===== config.mk =====
export PLATFORM = sky130hd
export DESIGN_NAME = tank_bullet
export DESIGN_NICKNAME = d
export VERILOG_FILES = /design/src/rtl/tank_pkg.sv /design/src/rtl/frame_tick_detect.sv /design/src/rtl/tank_bullet.sv
export SDC_FILE = /design/constraint.sdc
export NUM_CORES = 1
export LEC_CHECK = 0
export ABC_CLOCK_PERIOD_IN_PS = 3000
export BUFFER_PORTS_ARGS = -buffer_cell sky130_fd_sc_hd__buf_2
export CELL_PAD_IN_SITES_DETAIL_PLACEMENT = 1
export CELL_PAD_IN_SITES_GLOBAL_PLACEMENT = 2
export CORE_ASPECT_RATIO = 0.9
export CORE_UTILIZATION = 31
export DETAILED_ROUTE_END_ITERATION = 8
export GPL_TIMING_DRIVEN = 1
export PLACE_DENSITY = 0.82
export SYNTH_ARGS = -nofsm -noshare
export SYNTH_HDL_FRONTEND = slang
export SYNTH_SLANG_ARGS = --single-unit

===== constraint.sdc =====
create_clock -name Clk -period 3 [get_ports Clk]
set_input_delay 0.15 -clock Clk [delete_from_list [all_inputs] [get_ports Clk]]
set_output_delay 0.15 -clock Clk [all_outputs]
set_load 0.01 [all_outputs]

===== src/rtl/tank_pkg.sv =====
// Shared tank/bullet definitions: screen geometry, tank sprite size, facing codes
// and the bullet engine state encoding.
package tank_pkg;

    localparam int SCREEN_X_MAX = 639;
    localparam int SCREEN_Y_MAX = 479;
    localparam int TANK_W       = 32;
    localparam int TANK_H       = 32;

    typedef enum logic [2:0] {
        DIR_UP    = 3'd1,
        DIR_RIGHT = 3'd2,
        DIR_LEFT  = 3'd3,
        DIR_DOWN  = 3'd4
    } dir_t;

    typedef enum logic [1:0] {
        IDLE,
        FLYING,
        COOLDOWN
    } bullet_state_t;

endpackage


===== src/rtl/frame_tick_detect.sv =====
// Turns the slow frame clock level into a one-Clk-cycle tick on each rising edge.
module frame_tick_detect (
    input  logic Clk,
    input  logic Reset,
    input  logic frame_clk,
    output logic tick
);

    logic r_frameD;
    logic r_tick;

    always_ff @(posedge Clk or negedge Reset) begin
        if (!Reset) begin
            r_frameD <= 1'b0;
            r_tick   <= 1'b0;
        end else begin
            r_frameD <= frame_clk;
            r_tick   <= frame_clk & ~r_frameD;
        end
    end

    assign tick = r_tick;

endmodule


===== src/rtl/tank_bullet.sv =====
// Single-bullet projectile engine: launches from the tank muzzle, moves once per
// frame, retires at the screen edge or on a hit, then waits out a cooldown.
module tank_bullet
    import tank_pkg::*;
#(
    parameter int B_SIZE          = 4,
    parameter int B_STEP          = 4,
    parameter int X_MAX           = SCREEN_X_MAX,
    parameter int Y_MAX           = SCREEN_Y_MAX,
    parameter int COOLDOWN_FRAMES = 30
) (
    input  logic       Clk,
    input  logic       Reset,
    input  logic       frame_clk,
    input  logic       fire,
    input  logic [9:0] tank_X,
    input  logic [9:0] tank_Y,
    input  logic [2:0] tank_dir,
    input  logic       hit,
    input  logic [9:0] DrawX,
    input  logic [9:0] DrawY,
    output logic [9:0] bullet_X,
    output logic [9:0] bullet_Y,
    output logic [2:0] bullet_dir,
    output logic       bullet_active,
    output logic       is_bullet
);

    localparam int CW = (COOLDOWN_FRAMES > 1) ? $clog2(COOLDOWN_FRAMES) : 1;

    localparam logic [10:0] L_SIZE  = 11'(B_SIZE);
    localparam logic [10:0] L_STEP  = 11'(B_STEP);
    localparam logic [10:0] L_X_LIM = 11'(X_MAX - B_SIZE + 1);
    localparam logic [10:0] L_Y_LIM = 11'(Y_MAX - B_SIZE + 1);
    localparam logic [10:0] L_X_END = 11'(X_MAX + 1);
    localparam logic [10:0] L_Y_END = 11'(Y_MAX + 1);
    localparam logic [9:0]  OFF_X   = 10'(TANK_W / 2 - B_SIZE / 2);
    localparam logic [9:0]  OFF_Y   = 10'(TANK_H / 2 - B_SIZE / 2);

    logic w_tick;

    frame_tick_detect u_tick (
        .Clk       (Clk),
        .Reset     (Reset),
        .frame_clk (frame_clk),
        .tick      (w_tick)
    );

    bullet_state_t r_state, w_stateNext;
    logic [9:0]    r_bulletX, r_bulletY, w_bulletXNext, w_bulletYNext;
    logic [2:0]    r_bulletDir, w_bulletDirNext;
    logic [CW-1:0] r_cool, w_coolNext;

    logic [9:0]  w_spawnX, w_spawnY;
    logic [10:0] w_farRight, w_farDown;
    logic        w_spawnOk;
    logic [10:0] w_edgeRight, w_edgeDown;
    logic [9:0]  w_stepX, w_stepY;
    logic        w_leave;

    // Muzzle position; limit checks run on 11-bit sums so an off-screen spawn cannot wrap into range.
    always_comb begin
        w_farRight = {1'b0, tank_X} + 11'(TANK_W);
        w_farDown  = {1'b0, tank_Y} + 11'(TANK_H);
        w_spawnX   = tank_X + OFF_X;
        w_spawnY   = tank_Y + OFF_Y;
        w_spawnOk  = 1'b0;
        case (tank_dir)
            DIR_UP: begin
                w_spawnY  = tank_Y - 10'(B_SIZE);
                w_spawnOk = ({1'b0, tank_Y} >= L_SIZE);
            end
            DIR_DOWN: begin
                w_spawnY  = w_farDown[9:0];
                w_spawnOk = (w_farDown <= L_Y_LIM);
            end
            DIR_RIGHT: begin
                w_spawnX  = w_farRight[9:0];
                w_spawnOk = (w_farRight <= L_X_LIM);
            end
            DIR_LEFT: begin
                w_spawnX  = tank_X - 10'(B_SIZE);
                w_spawnOk = ({1'b0, tank_X} >= L_SIZE);
            end
            default: w_spawnOk = 1'b0;
        endcase
    end

    always_comb begin
        w_edgeRight = {1'b0, r_bulletX} + L_SIZE + L_STEP;
        w_edgeDown  = {1'b0, r_bulletY} + L_SIZE + L_STEP;
        w_stepX     = r_bulletX;
        w_stepY     = r_bulletY;
        w_leave     = 1'b0;
        case (r_bulletDir)
            DIR_UP: begin
                w_leave = ({1'b0, r_bulletY} < L_STEP);
                w_stepY = r_bulletY - 10'(B_STEP);
            end
            DIR_DOWN: begin
                w_leave = (w_edgeDown > L_Y_END);
                w_stepY = r_bulletY + 10'(B_STEP);
            end
            DIR_RIGHT: begin
                w_leave = (w_edgeRight > L_X_END);
                w_stepX = r_bulletX + 10'(B_STEP);
            end
            DIR_LEFT: begin
                w_leave = ({1'b0, r_bulletX} < L_STEP);
                w_stepX = r_bulletX - 10'(B_STEP);
            end
            default: w_leave = 1'b1;
        endcase
    end

    always_comb begin
        w_stateNext     = r_state;
        w_bulletXNext   = r_bulletX;
        w_bulletYNext   = r_bulletY;
        w_bulletDirNext = r_bulletDir;
        w_coolNext      = r_cool;
        case (r_state)
            IDLE: begin
                if (w_tick && fire && w_spawnOk) begin
                    w_stateNext     = FLYING;
                    w_bulletXNext   = w_spawnX;
                    w_bulletYNext   = w_spawnY;
                    w_bulletDirNext = tank_dir;
                end
            end
            FLYING: begin
                // A hit wins over a coincident tick so the bullet dies where it was struck.
                if (hit || (w_tick && w_leave)) begin
                    w_stateNext = COOLDOWN;
                    w_coolNext  = '0;
                end else if (w_tick) begin
                    w_bulletXNext = w_stepX;
                    w_bulletYNext = w_stepY;
                end
            end
            COOLDOWN: begin
                if (w_tick) begin
                    if (r_cool == CW'(COOLDOWN_FRAMES - 1)) begin
                        w_stateNext = IDLE;
                    end else begin
                        w_coolNext = r_cool + CW'(1);
                    end
                end
            end
            default: w_stateNext = IDLE;
        endcase
    end

    always_ff @(posedge Clk or negedge Reset) begin
        if (!Reset) begin
            r_state     <= IDLE;
            r_bulletX   <= '0;
            r_bulletY   <= '0;
            r_bulletDir <= '0;
            r_cool      <= '0;
        end else begin
            r_state     <= w_stateNext;
            r_bulletX   <= w_bulletXNext;
            r_bulletY   <= w_bulletYNext;
            r_bulletDir <= w_bulletDirNext;
            r_cool      <= w_coolNext;
        end
    end

    assign bullet_X      = r_bulletX;
    assign bullet_Y      = r_bulletY;
    assign bullet_dir    = r_bulletDir;
    assign bullet_active = (r_state == FLYING);

    assign is_bullet = bullet_active
                     && (DrawX >= r_bulletX) && ({1'b0, DrawX} < {1'b0, r_bulletX} + L_SIZE)
                     && (DrawY >= r_bulletY) && ({1'b0, DrawY} < {1'b0, r_bulletY} + L_SIZE);

endmodule

==> results of run 1 <==
==> cells in the mapped netlist, types with 3 or more instances <==
cell        n  area [sq um]
a211oi_1    5          37.5
a21boi_0    5          37.5
a21boi_1    3          22.5
a21oi_1    33           165
a31oi_1     9          56.3
a41oi_1     3          26.3
and2_1      3          18.8
and3_1      4          25.0
buf_2       5          25.0
buf_6       5          56.3
clkbuf_1   12          45.0
dfrtp_1    32           801
ha_1       65           813
inv_1      44           165
inv_2       4          15.0
mux2i_1     3          30.0
nand2_1    53           199
nand2b_1    9          56.3
nand3_1    27           135
nand4_1    10          62.6
nor2_1     48           180
nor2_2      3          18.8
nor2b_1     8          50.1
nor3_1     15          75.1
nor4_1      7          43.8
o211ai_1    6          45.0
o21a_1      3          22.5
o21ai_0    35           175
o21ai_1    12          60.1
o221ai_1    4          35.0
o22ai_1     8          50.1
o2bb2ai_1   4          35.0
o31ai_1     8          60.1
o31ai_4     3          63.8
o32ai_1     3          26.3
or3_1       4          25.0
xnor2_1    22           193
xnor2_2     3          48.8
xor2_1      6          52.6
==> timing repair <==
item	in CTS	in global routing
hold buffers	2	0
setup buffers	2	11
hold endpoints to repair	33	0
setup endpoints to repair	2	14
resized for setup	15	30
pin swaps	3	9
==> state kept, by name, indices dropped and copies added (netlist names) <==
signal,cells
bullet_X,10
bullet_Y,10
bullet_dir,3
r_cool,5
r_state,2
u_tick.r_frameD,1
u_tick.tick,1
==> kinds of logic after synthesis <==
group	count (synthesis)	synth area share
multiplexers	6	0.0141
adder cells (fa/ha/maj)	65	0.179
AND/OR/NAND/NOR	205	0.227
flip-flops	32	0.176
AO/OA/AOI/OAI	174	0.267
buffers and inverters	74	0.0716
XOR/XNOR	31	0.0648
==> metal layers <==
layer	global-route usage	routed length [microns]	share of wire	up-vias
met5	0	0	0	-
met4	0.0426	172	0.011	0
met3	0.0241	634	0.040	12
met2	0.354	7600	0.48	81
met1	0.283	7490	0.47	2353
li1	-	-	-	2327
==> final timing paths <==
kind	slack (ns)	depth (start not counted)	endpoint
hold reg to reg	0.41	1	u_tick.tick
hold / removal	0.08	3	bullet_X[0]
setup / recovery	0.07	11	r_cool[1]
min in group asynchronous	0.48	2	u_tick.tick
setup reg to reg	0.07	11	r_cool[1]
max in group asynchronous	1.97	2	bullet_Y[2]
==> tightest hold or removal path: cells and delay by family <==
kind                   cells  cell delay, ns
AND/OR/NAND/NOR            2            0.09
buffers and inverters      1            0.09
==> per-stage QoR <==
step / instances / setup slack, ns / area [sq um]
after floorplan: 587 / 0.110 / 4540
after global routing: 879 / -0.0316 / 5710
after global placement: 856 / 0.107 / 5230
after detailed placement: 856 / -0.0220 / 5230
after CTS: 868 / 0.0154 / 5460
final: 879 / 0.0692 / 5710
==> area by class of cell <==
class / count / area (sq um)
inverters: 50 / 190
repair buffers: 115 / 713
clock buffers: 6 / 129
clock inverters: 2 / 16.3
flip-flops and latches: 32 / 807
fillers: 1779 / 8450
multi-input cells: 481 / 3610
well taps: 193 / 241
==> power groups by stage <==
stage / Clock, mW / Sequential [mW] / Combinational [mW]
floorplan: 0 / 0.849 / 1.72
global placement: 0 / 0.856 / 2.54
detailed placement: 0 / 0.874 / 2.65
CTS: 0.521 / 0.879 / 2.74
global route: 0.541 / 0.926 / 3.36
finish: 0.514 / 0.905 / 3.04
==> impl_results.md, run 1 <==
* Startpoint Class: flip-flop
* DRT Wirelength at 15,900 microns
* Startpoint of the worst register-to-register path: bullet_Y[2]
* Reg clk slew, reported paths at 0.06 ns
* Initial Utilization at 0.321
* Clock Latency Late Sink at 0.28 ns
* Num CTS Buffers at 5
* Switching Share at 0.498
* Synth Register Bits at 32
* Yosys cell types at 78
* Core area at 14,200 sq um
* Fmax at 341 MHz
* Pin count of the biggest net entering global routing at 33
* Tot GR Track Use at 0.208
* Clk network pwr share at 0.115
* Slowest library cell on the worst path: dfrtp_2
* Die height at 117 microns
* Combinational power share at 0.682
* Initial DRC count at 156
* Fin. Hold Viols at 0
* Drc violations at 0
* Slew at the pin closest to its max-slew limit at 0.775 ns
* Ant diodes at 0
* Layout Nets at 798
* Post-synth ARST share at 1.00
* First-pass GRT wire length at 24,800 microns
* Pwr/cell area at 782 nW/um^2
* Site row count at 41
* Worst Hold Class: primary input to flip-flop
* Syn_nets at 700
* Post-synthesis cell area at 4540 sq um
* Worst vdd ir at 0.255 mV
* Pleak at 2.47 nW
* Vias in the first global route at 4,866
* Boundary pin count at 73
* Post-Route Skew at 0.00640 ns
* Root buf cell: clkbuf_16
* Worst Setup End Kind: flip-flop
* PortBufs at 72
* CP bufs+invs at 1
* Sw power at 2.22 mW
* Max-Cap Viols at 0
* Top_reg_cell synth: dfrtp_1
* Initial antenna violation count at 0
* Share of cells above drive strength 1 at 0.255
* Arrival time at the worst endpoint at 3.09 ns
* Crit path launch: bullet_Y[2]
* Most common cell after layout, fill and taps aside: buf_2
* Top delay family on crit path: simple AND/OR/NAND/NOR gates
* Mean Syn Cell Area at 7.74 sq um
* Commonest cells after routing, fill and taps aside: 72 x buf_2, 59 x ha_1, 53 x nand2_1, 47 x nor2_1, 42 x inv_1
* Clock buffer depth at 2
* Setup Total Neg Slack at 0 ns
* Die X at 130 microns
* Worst-path fanout max at 9
* CTS tree: yes
* Final hold slack at 0.0765 ns
* Hold path start: tank_X[0]
* Crit-path cells: buf_4 -> ha_4 -> xnor2_2 -> nor2_2 -> nand4b_1 -> o31ai_2 -> nor3b_2 -> a31o_4 -> nor3_2 -> a21oi_4 -> mux2_1
* Cells after Synth at 587
* Area Growth Syn to Fin at 25.7%
* Htree depth at 2
* Drt via density at 5.43
* Ys Warns at 0
* Die area at 15,100 sq um
* GR Overflow Total at 0
* TritonCTS Sinks at 32
* # setup viols final at 0
* Post-layout util at 0.403
* DPL Wire Length at 12,500 microns
* Data required, critical path at 3.16 ns
* Total power at 4.46 mW
* Slew HR at 0.483
* Largest stage delay, worst path at 0.43 ns
* Fin. max-slew vios at 0
* Sequential share of the synthesized area at 0.176
* Power Internal at 2.24 mW
* Drt wl/cell at 18.1 microns
* Post-DRT Antenna Nets at 0
* Post-synth EDFFs at 0
* Vias at 4,773
* Final Cycle Share at 0.977
* Drt first pass iters at 4
* Sequential Power Share at 0.203
* Run status: finished, final reports clean
* GP Congestion at 0.859
* Tmin final at 2.93 ns
* CP Class: flip-flop to flip-flop
Power figures use the tool's default switching activity.
==> run 2, diff against run 1 <==
==> constraint.sdc (replaced) <==
create_clock -name Clk -period 3 [get_ports Clk]
set_input_delay 0.6 -clock Clk [delete_from_list [all_inputs] [get_ports Clk]]
set_output_delay 0.6 -clock Clk [all_outputs]
set_load 0.01 [all_outputs]
==> impl_results.md, run 2 (same netlist as run 1, synthesis figures left out) <==
* Run status: complete, but fails checks
* Failing checks: negative setup slack
* DRT Wirelength at 16,100 microns (+1.3%)
* Slew HR at 0.475 (-0.00835)
* CP Class: flip-flop to output port
* Post-CTS Hold Fix Bufs at 0 (-2)
* Initial DRC count at 202 (+29%)
* Tot GR Track Use at 0.220 (+0.0120)
* GRT Max-Usage Layer: met2
* Design Area, Final at 6000 sq um (+5.2%)
* Met2 Use GR at 0.374 (+0.0207)
* Max-Cap Viols at 0 (unchanged)
* TritonCTS Sinks at 32 (unchanged)
* Clock buffer depth at 2 (unchanged)
* Met1 Track Usage GR at 0.292 (+0.00877)
* Worst Setup End Kind: output port
* Die height at 117 microns (unchanged)
* Top delay family on crit path: simple AND/OR/NAND/NOR gates
* Slowest library cell on the worst path: dfrtp_1
* Drt via density at 5.35 (-1.6%)
* CTS tree: yes
* PortBufs at 72 (unchanged)
* Crit-path cells: inv_2 -> nor2_2 -> nand4_1 -> xnor2_1 -> ha_1 -> o22a_1 -> and3_1 -> a2111oi_4 -> buf_2
* Fmax at 314 MHz (-7.9%)
* Post-DRT Antenna Nets at 0 (unchanged)
* Num CTS Buffers at 5 (unchanged)
* Setup Total Neg Slack at -0.183 ns (-0.183 ns)
* Final Cycle Share at 1.06 (+0.0842)
* RSZ-0062 raised after global routing: yes
* Clock Latency Late Sink at 0.29 ns (about the same)
* Core area at 14,200 sq um (unchanged)
* Worst-case reg-to-reg path depth at 14 (+3)
* Htree depth at 2 (unchanged)
* Root buf cell: clkbuf_16
* Commonest cells after routing, fill and taps aside: 76 x buf_4, 73 x buf_2, 59 x ha_1, 53 x nand2_1, 47 x nor2_1
* Pwr/cell area at 785 nW/um^2 (+0.37%)
* Boundary pin count at 73 (unchanged)
* Met3 GRT Util at 0.0291 (+0.00500)
* First-pass GRT wire length at 26,200 microns (+5.8%)
* GR Overflow Total at 0 (unchanged)
* Largest stage delay, worst path at 0.41 ns (-0.02 ns)
* Share of cells above drive strength 1 at 0.296 (+0.0405)
* Tmin final at 3.18 ns (+0.253 ns)
* Die X at 130 microns (unchanged)
* # setup viols final at 1 (+1)
* Placed Area at 5580 sq um (+6.8%)
* Worst vdd ir at 0.304 mV (+19%)
* Worst-path fanout max at 4 (-5)
* Area Growth Syn to Fin at 32.2%
* Pin count of the biggest net entering global routing at 33 (unchanged)
* Die area at 15,100 sq um (unchanged)
* Critical path depth at 9 (-2)
* Post-route worst setup slack at -0.183 ns (-0.253 ns)
* Drt first pass iters at 4 (unchanged)
* Layout Nets at 836 (+4.8%)
* Initial antenna violation count at 0 (unchanged)
* Worst Hold Class: primary input to async pin
* Site row count at 41 (unchanged)
* Internal reg-to-reg setup slack at 0.10 ns (+0.03 ns)
* Ant diodes at 0 (unchanged)
* Vias at 4,902 (+2.7%)
* Drt wl/cell at 17.6 microns (-2.9%)
* Most common cell after layout, fill and taps aside: buf_4
* Reg clk slew, reported paths at 0.06 ns (about the same)
* Fin. max-slew vios at 0 (unchanged)
* Pleak at 2.68 nW (+8.5%)
* Vias in the first global route at 5,100 (+4.8%)
* Data required, critical path at 2.40 ns (-0.76 ns)
* Post-Route Skew at 0.00322 ns (-0.00318 ns)
* Arrival time at the worst endpoint at 2.58 ns (-0.51 ns)
* Slew at the pin closest to its max-slew limit at 0.788 ns (+0.0125 ns)
* GP Congestion at 0.895 (+4.1%)
* DPL Wire Length at 12,700 microns (+1.6%)
* Fin. Hold Viols at 0 (unchanged)
* Drc violations at 0 (unchanged)
* CP bufs+invs at 2 (+1)
* Startpoint Class: flip-flop
* Initial Utilization at 0.321 (unchanged)
run 2: changes by cell type in the layout (fill, tap and decap cells not counted), sizes merged:
cell,delta
buf,+40
dlygate4sd3,-2
run 2: layout make-up:
type,count,area (sq um)
Timing Repair Buffer,153,1010
Clock inverter,2,16.3
Inverter,50,188
Sequential cell,32,801
Clock buffer,6,129
Multi-Input combinational cell,481,3620
Tap cell,193,241
Fill cell,1784,8150
run 2: final timing paths:
kind	startpoint	end
setup / recovery	bullet_Y[3]	is_bullet
hold / removal	Reset	u_tick.r_frameD
setup reg to reg	bullet_Y[3]	bullet_X[8]
hold reg to reg	u_tick.r_frameD	u_tick.tick
max in group asynchronous	Reset	bullet_Y[7]
min in group Clk	u_tick.r_frameD	u_tick.tick
run 2: what timing repair did:
item	in CTS	in global routing
hold endpoints to repair	0	0
pin swaps	11	7
resized for setup	28	12
setup endpoints to repair	7	18
buffers inserted	8	1
gates cloned	0	1
run 2: through the flow:
stage	hold WS (ns)	worst slack, ns	power (mW)	util	cells
after CTS	0.405	-0.142	4.57	0.418	915
after global routing	0.421	-0.364	5.11	0.424	917
after detailed placement	0.396	-0.147	3.77	0.394	899
after floorplan	0.304	0.0362	2.58	-	587
final	0.388	-0.183	4.71	0.424	917
after global placement	0.393	-0.102	3.65	0.394	899
run 2: layer usage:
metal | up-vias | share of wire
met5 | - | 0
met4 | 0 | 0.016
met3 | 19 | 0.037
met2 | 89 | 0.47
met1 | 2379 | 0.47
li1 | 2415 | -
run 2: worst reg2reg max path, stage by stage (launching register included):
cell	delay [ns]
dfrtp_1	0.42
ha_2	0.22
buf_4	0.19
xnor2_4	0.15
buf_4	0.14
nor2_2	0.13
nand4b_1	0.15
o31ai_2	0.29
nor3b_2	0.09
a31o_4	0.25
buf_12	0.14
o31ai_4	0.24
buf_6	0.16
o21ai_1	0.07
o2bb2ai_1	0.13
run 2: report_power, final:
part / switching [mW] / internal (mW) / total (mW)
sequential: 0.233 / 0.598 / 0.831
clock: 0.218 / 0.310 / 0.528
combinational: 1.82 / 1.53 / 3.35
total: 2.27 / 2.44 / 4.71
==> run 3, diff against run 2 <==
--- a/config.mk
+++ b/config.mk
@@ -13,7 +13,7 @@
 export CORE_UTILIZATION = 31
 export DETAILED_ROUTE_END_ITERATION = 8
 export GPL_TIMING_DRIVEN = 1
-export PLACE_DENSITY = 0.82
+export PLACE_DENSITY_LB_ADDON = 0.1
 export SYNTH_ARGS = -nofsm -noshare
 export SYNTH_HDL_FRONTEND = slang
 export SYNTH_SLANG_ARGS = --single-unit
==> impl_results.md, run 3 (same netlist as run 1, synthesis figures left out) <==
* Post-DRT Antenna Nets at 0 (unchanged)
* Post-route worst setup slack at -0.155 ns (+0.0281 ns)
* Final hold slack at 0.402 ns (+0.0136 ns)
* Share of cells above drive strength 1 at 0.286 (-0.00987)
* Ant diodes at 0 (unchanged)
* Crit path launch: bullet_Y[6]
* Internal reg-to-reg setup slack at 0.05 ns (-0.05 ns)
* Worst Hold Class: primary input to async pin
* Area Growth Syn to Fin at 31.5%
* Initial Utilization at 0.321 (unchanged)
* Drt wl/cell at 17.4 microns (-1.2%)
* Drc violations at 0 (unchanged)
* Most common cell after layout, fill and taps aside: buf_4
* Max-Cap Viols at 0 (unchanged)
* Pleak at 2.67 nW (-0.40%)
* Post-Route Skew at 0.00222 ns (-0.00100 ns)
* Post-CTS Hold Fix Bufs at 0 (unchanged)
* Layout Cells excl Fill at 914 (-0.33%)
* Clk network pwr share at 0.136 (+0.024)
* Clock buffer depth at 2 (unchanged)
* Site row count at 41 (unchanged)
* Fmax at 317 MHz (+0.89%)
* Reg-to-Reg End: r_cool[1]
* Combinational power share at 0.686 (-0.026)
* Reg clk slew, reported paths at 0.06 ns (about the same)
* GP Congestion at 0.810 (-9.5%)
* Sequential Power Share at 0.178 (+0.002)
* Switching Share at 0.469 (-0.0133)
* Htree depth at 2 (unchanged)
* Worst-case reg-to-reg path depth at 12 (-2)
* Drt first pass iters at 4 (unchanged)
* Slew HR at 0.464 (-0.0109)
* Tmin final at 3.16 ns (-0.0281 ns)
* Initial antenna violation count at 0 (unchanged)
* Die height at 117 microns (unchanged)
* Boundary pin count at 73 (unchanged)
* Vias in the first global route at 4,874 (-4.4%)
* Setup Total Neg Slack at -0.155 ns (+0.0281 ns)
* Initial DRC count at 214 (+5.9%)
* Worst vdd ir at 0.254 mV (-16%)
* Placed Area at 5550 sq um (-0.63%)
* Commonest cells after routing, fill and taps aside: 76 x buf_4, 72 x buf_2, 61 x ha_1, 53 x nand2_1, 47 x nor2_1
* Crit path to: is_bullet
* Final Cycle Share at 1.05 (-0.00936)
* Die X at 130 microns (unchanged)
* Startpoint Class: flip-flop
* Drt via density at 5.30 (-0.86%)
* Num CTS Buffers at 5 (unchanged)
* DPL Wire Length at 12,800 microns (+1.3%)
* Die area at 15,100 sq um (unchanged)
* Fin. Hold Viols at 0 (unchanged)
* Vias at 4,844 (-1.2%)
* TritonCTS Sinks at 32 (unchanged)
* RSZ-0062 raised after global routing: yes
* Worst Setup End Kind: output port
* Post-layout util at 0.422 (-0.00248)
* Startpoint of the worst register-to-register path: bullet_Y[2]
* First-pass GRT wire length at 25,500 microns (-2.7%)
* Root buf cell: clkbuf_16
* Failing checks: negative setup slack
* Pwr/cell area at 795 nW/um^2 (+1.3%)
* Data required, critical path at 2.40 ns (about the same)
* CP Class: flip-flop to output port
* Run status: complete, but fails checks
* Placed Cells at 896 (-0.33%)
* Core area at 14,200 sq um (unchanged)
* Slew at the pin closest to its max-slew limit at 0.804 ns (+0.0164 ns)
* # setup viols final at 1 (unchanged)
* Pin count of the biggest net entering global routing at 33 (unchanged)
* DRT Wirelength at 15,900 microns (-1.5%)
* PortBufs at 72 (unchanged)
* CTS tree: yes
* Fin. max-slew vios at 0 (unchanged)
* GR Overflow Total at 0 (unchanged)
* Worst-path fanout max at 4 (unchanged)
* Layout Nets at 833 (-0.36%)
* Design Area, Final at 5970 sq um (-0.58%)
* Power Internal at 2.52 mW (+3.3%)
* Tot GR Track Use at 0.216 (-0.00389)
* Sw power at 2.23 mW (-2.1%)
* Clock Latency Late Sink at 0.28 ns (about the same)
* Arrival time at the worst endpoint at 2.56 ns (-0.02 ns)
[run 3: cell count changes in the layout (fill, tap and decap cells not counted), sizes merged]
cell / change
buf: -3
clkbuf: +1
clkinvlp: -1
clkinv: -1
bufinv: +1
[run 3: critical path: stages, from the launching register on]
cell and delay [ns]:
dfrtp_1 0.35, and3_1 0.31, nand4_1 0.24, xnor2_1 0.23, ha_1 0.25, o22a_1 0.22
a21oi_2 0.14, o211ai_1 0.14, a2111oi_2 0.21, buf_2 0.18
[run 3: what timing repair did]
| item | 4_1_cts | 5_1_grt |
|---|---|---|
| pin swaps | 8 | 7 |
| buffers inserted | 5 | 5 |
| setup endpoints to repair | 8 | 21 |
| gates resized for setup | 27 | 9 |
| cloned | 0 | 0 |
[run 3: how the worst min path moves through the flow]
stage,slack (ns),to,from
after global routing,0.41,u_tick.tick,u_tick.r_frameD
final,0.40,u_tick.tick,Reset
after global placement,0.39,u_tick.tick,u_tick.r_frameD
after detailed placement,0.40,u_tick.tick,u_tick.r_frameD
after CTS,0.40,u_tick.tick,u_tick.r_frameD
after floorplan,0.30,bullet_X[0],Reset
[run 3: power groups by stage]
stage          Sequential [mW]  Combinational [mW]  Clock [mW]
3_5_place_dp             0.821                2.95           0
3_3_place_gp             0.805                2.88           0
5_1_grt                  0.864                3.59       0.676
6_report                 0.843                3.26       0.646
2_1_floorplan            0.849                1.73           0
4_1_cts                  0.839                3.18       0.655
[run 3: stage by stage]
| stage | power, mW | setup slack, ns |
|---|---|---|
| final | 4.75 | -0.155 |
| after global routing | 5.13 | -0.263 |
| after CTS | 4.68 | -0.137 |
| after detailed placement | 3.77 | -0.0577 |
| after global placement | 3.68 | -0.0519 |
| after floorplan | 2.58 | 0.0362 |
[run 3: layer usage]
layer / track usage / part of all wire
met5: 0 / 0
met4: 0.0457 / 0.011
met3: 0.0214 / 0.027
met2: 0.340 / 0.44
met1: 0.318 / 0.53
[run 3: area by class of cell]
cell class | instances | area [sq um]
clock inverter | 1 | 30.0
clock buffer | 7 | 153
timing repair buffer | 150 | 971
fill | 1789 | 8190
multi-input combinational | 481 | 3580
tap | 193 | 241
sequential | 32 | 803
inverter | 50 | 188
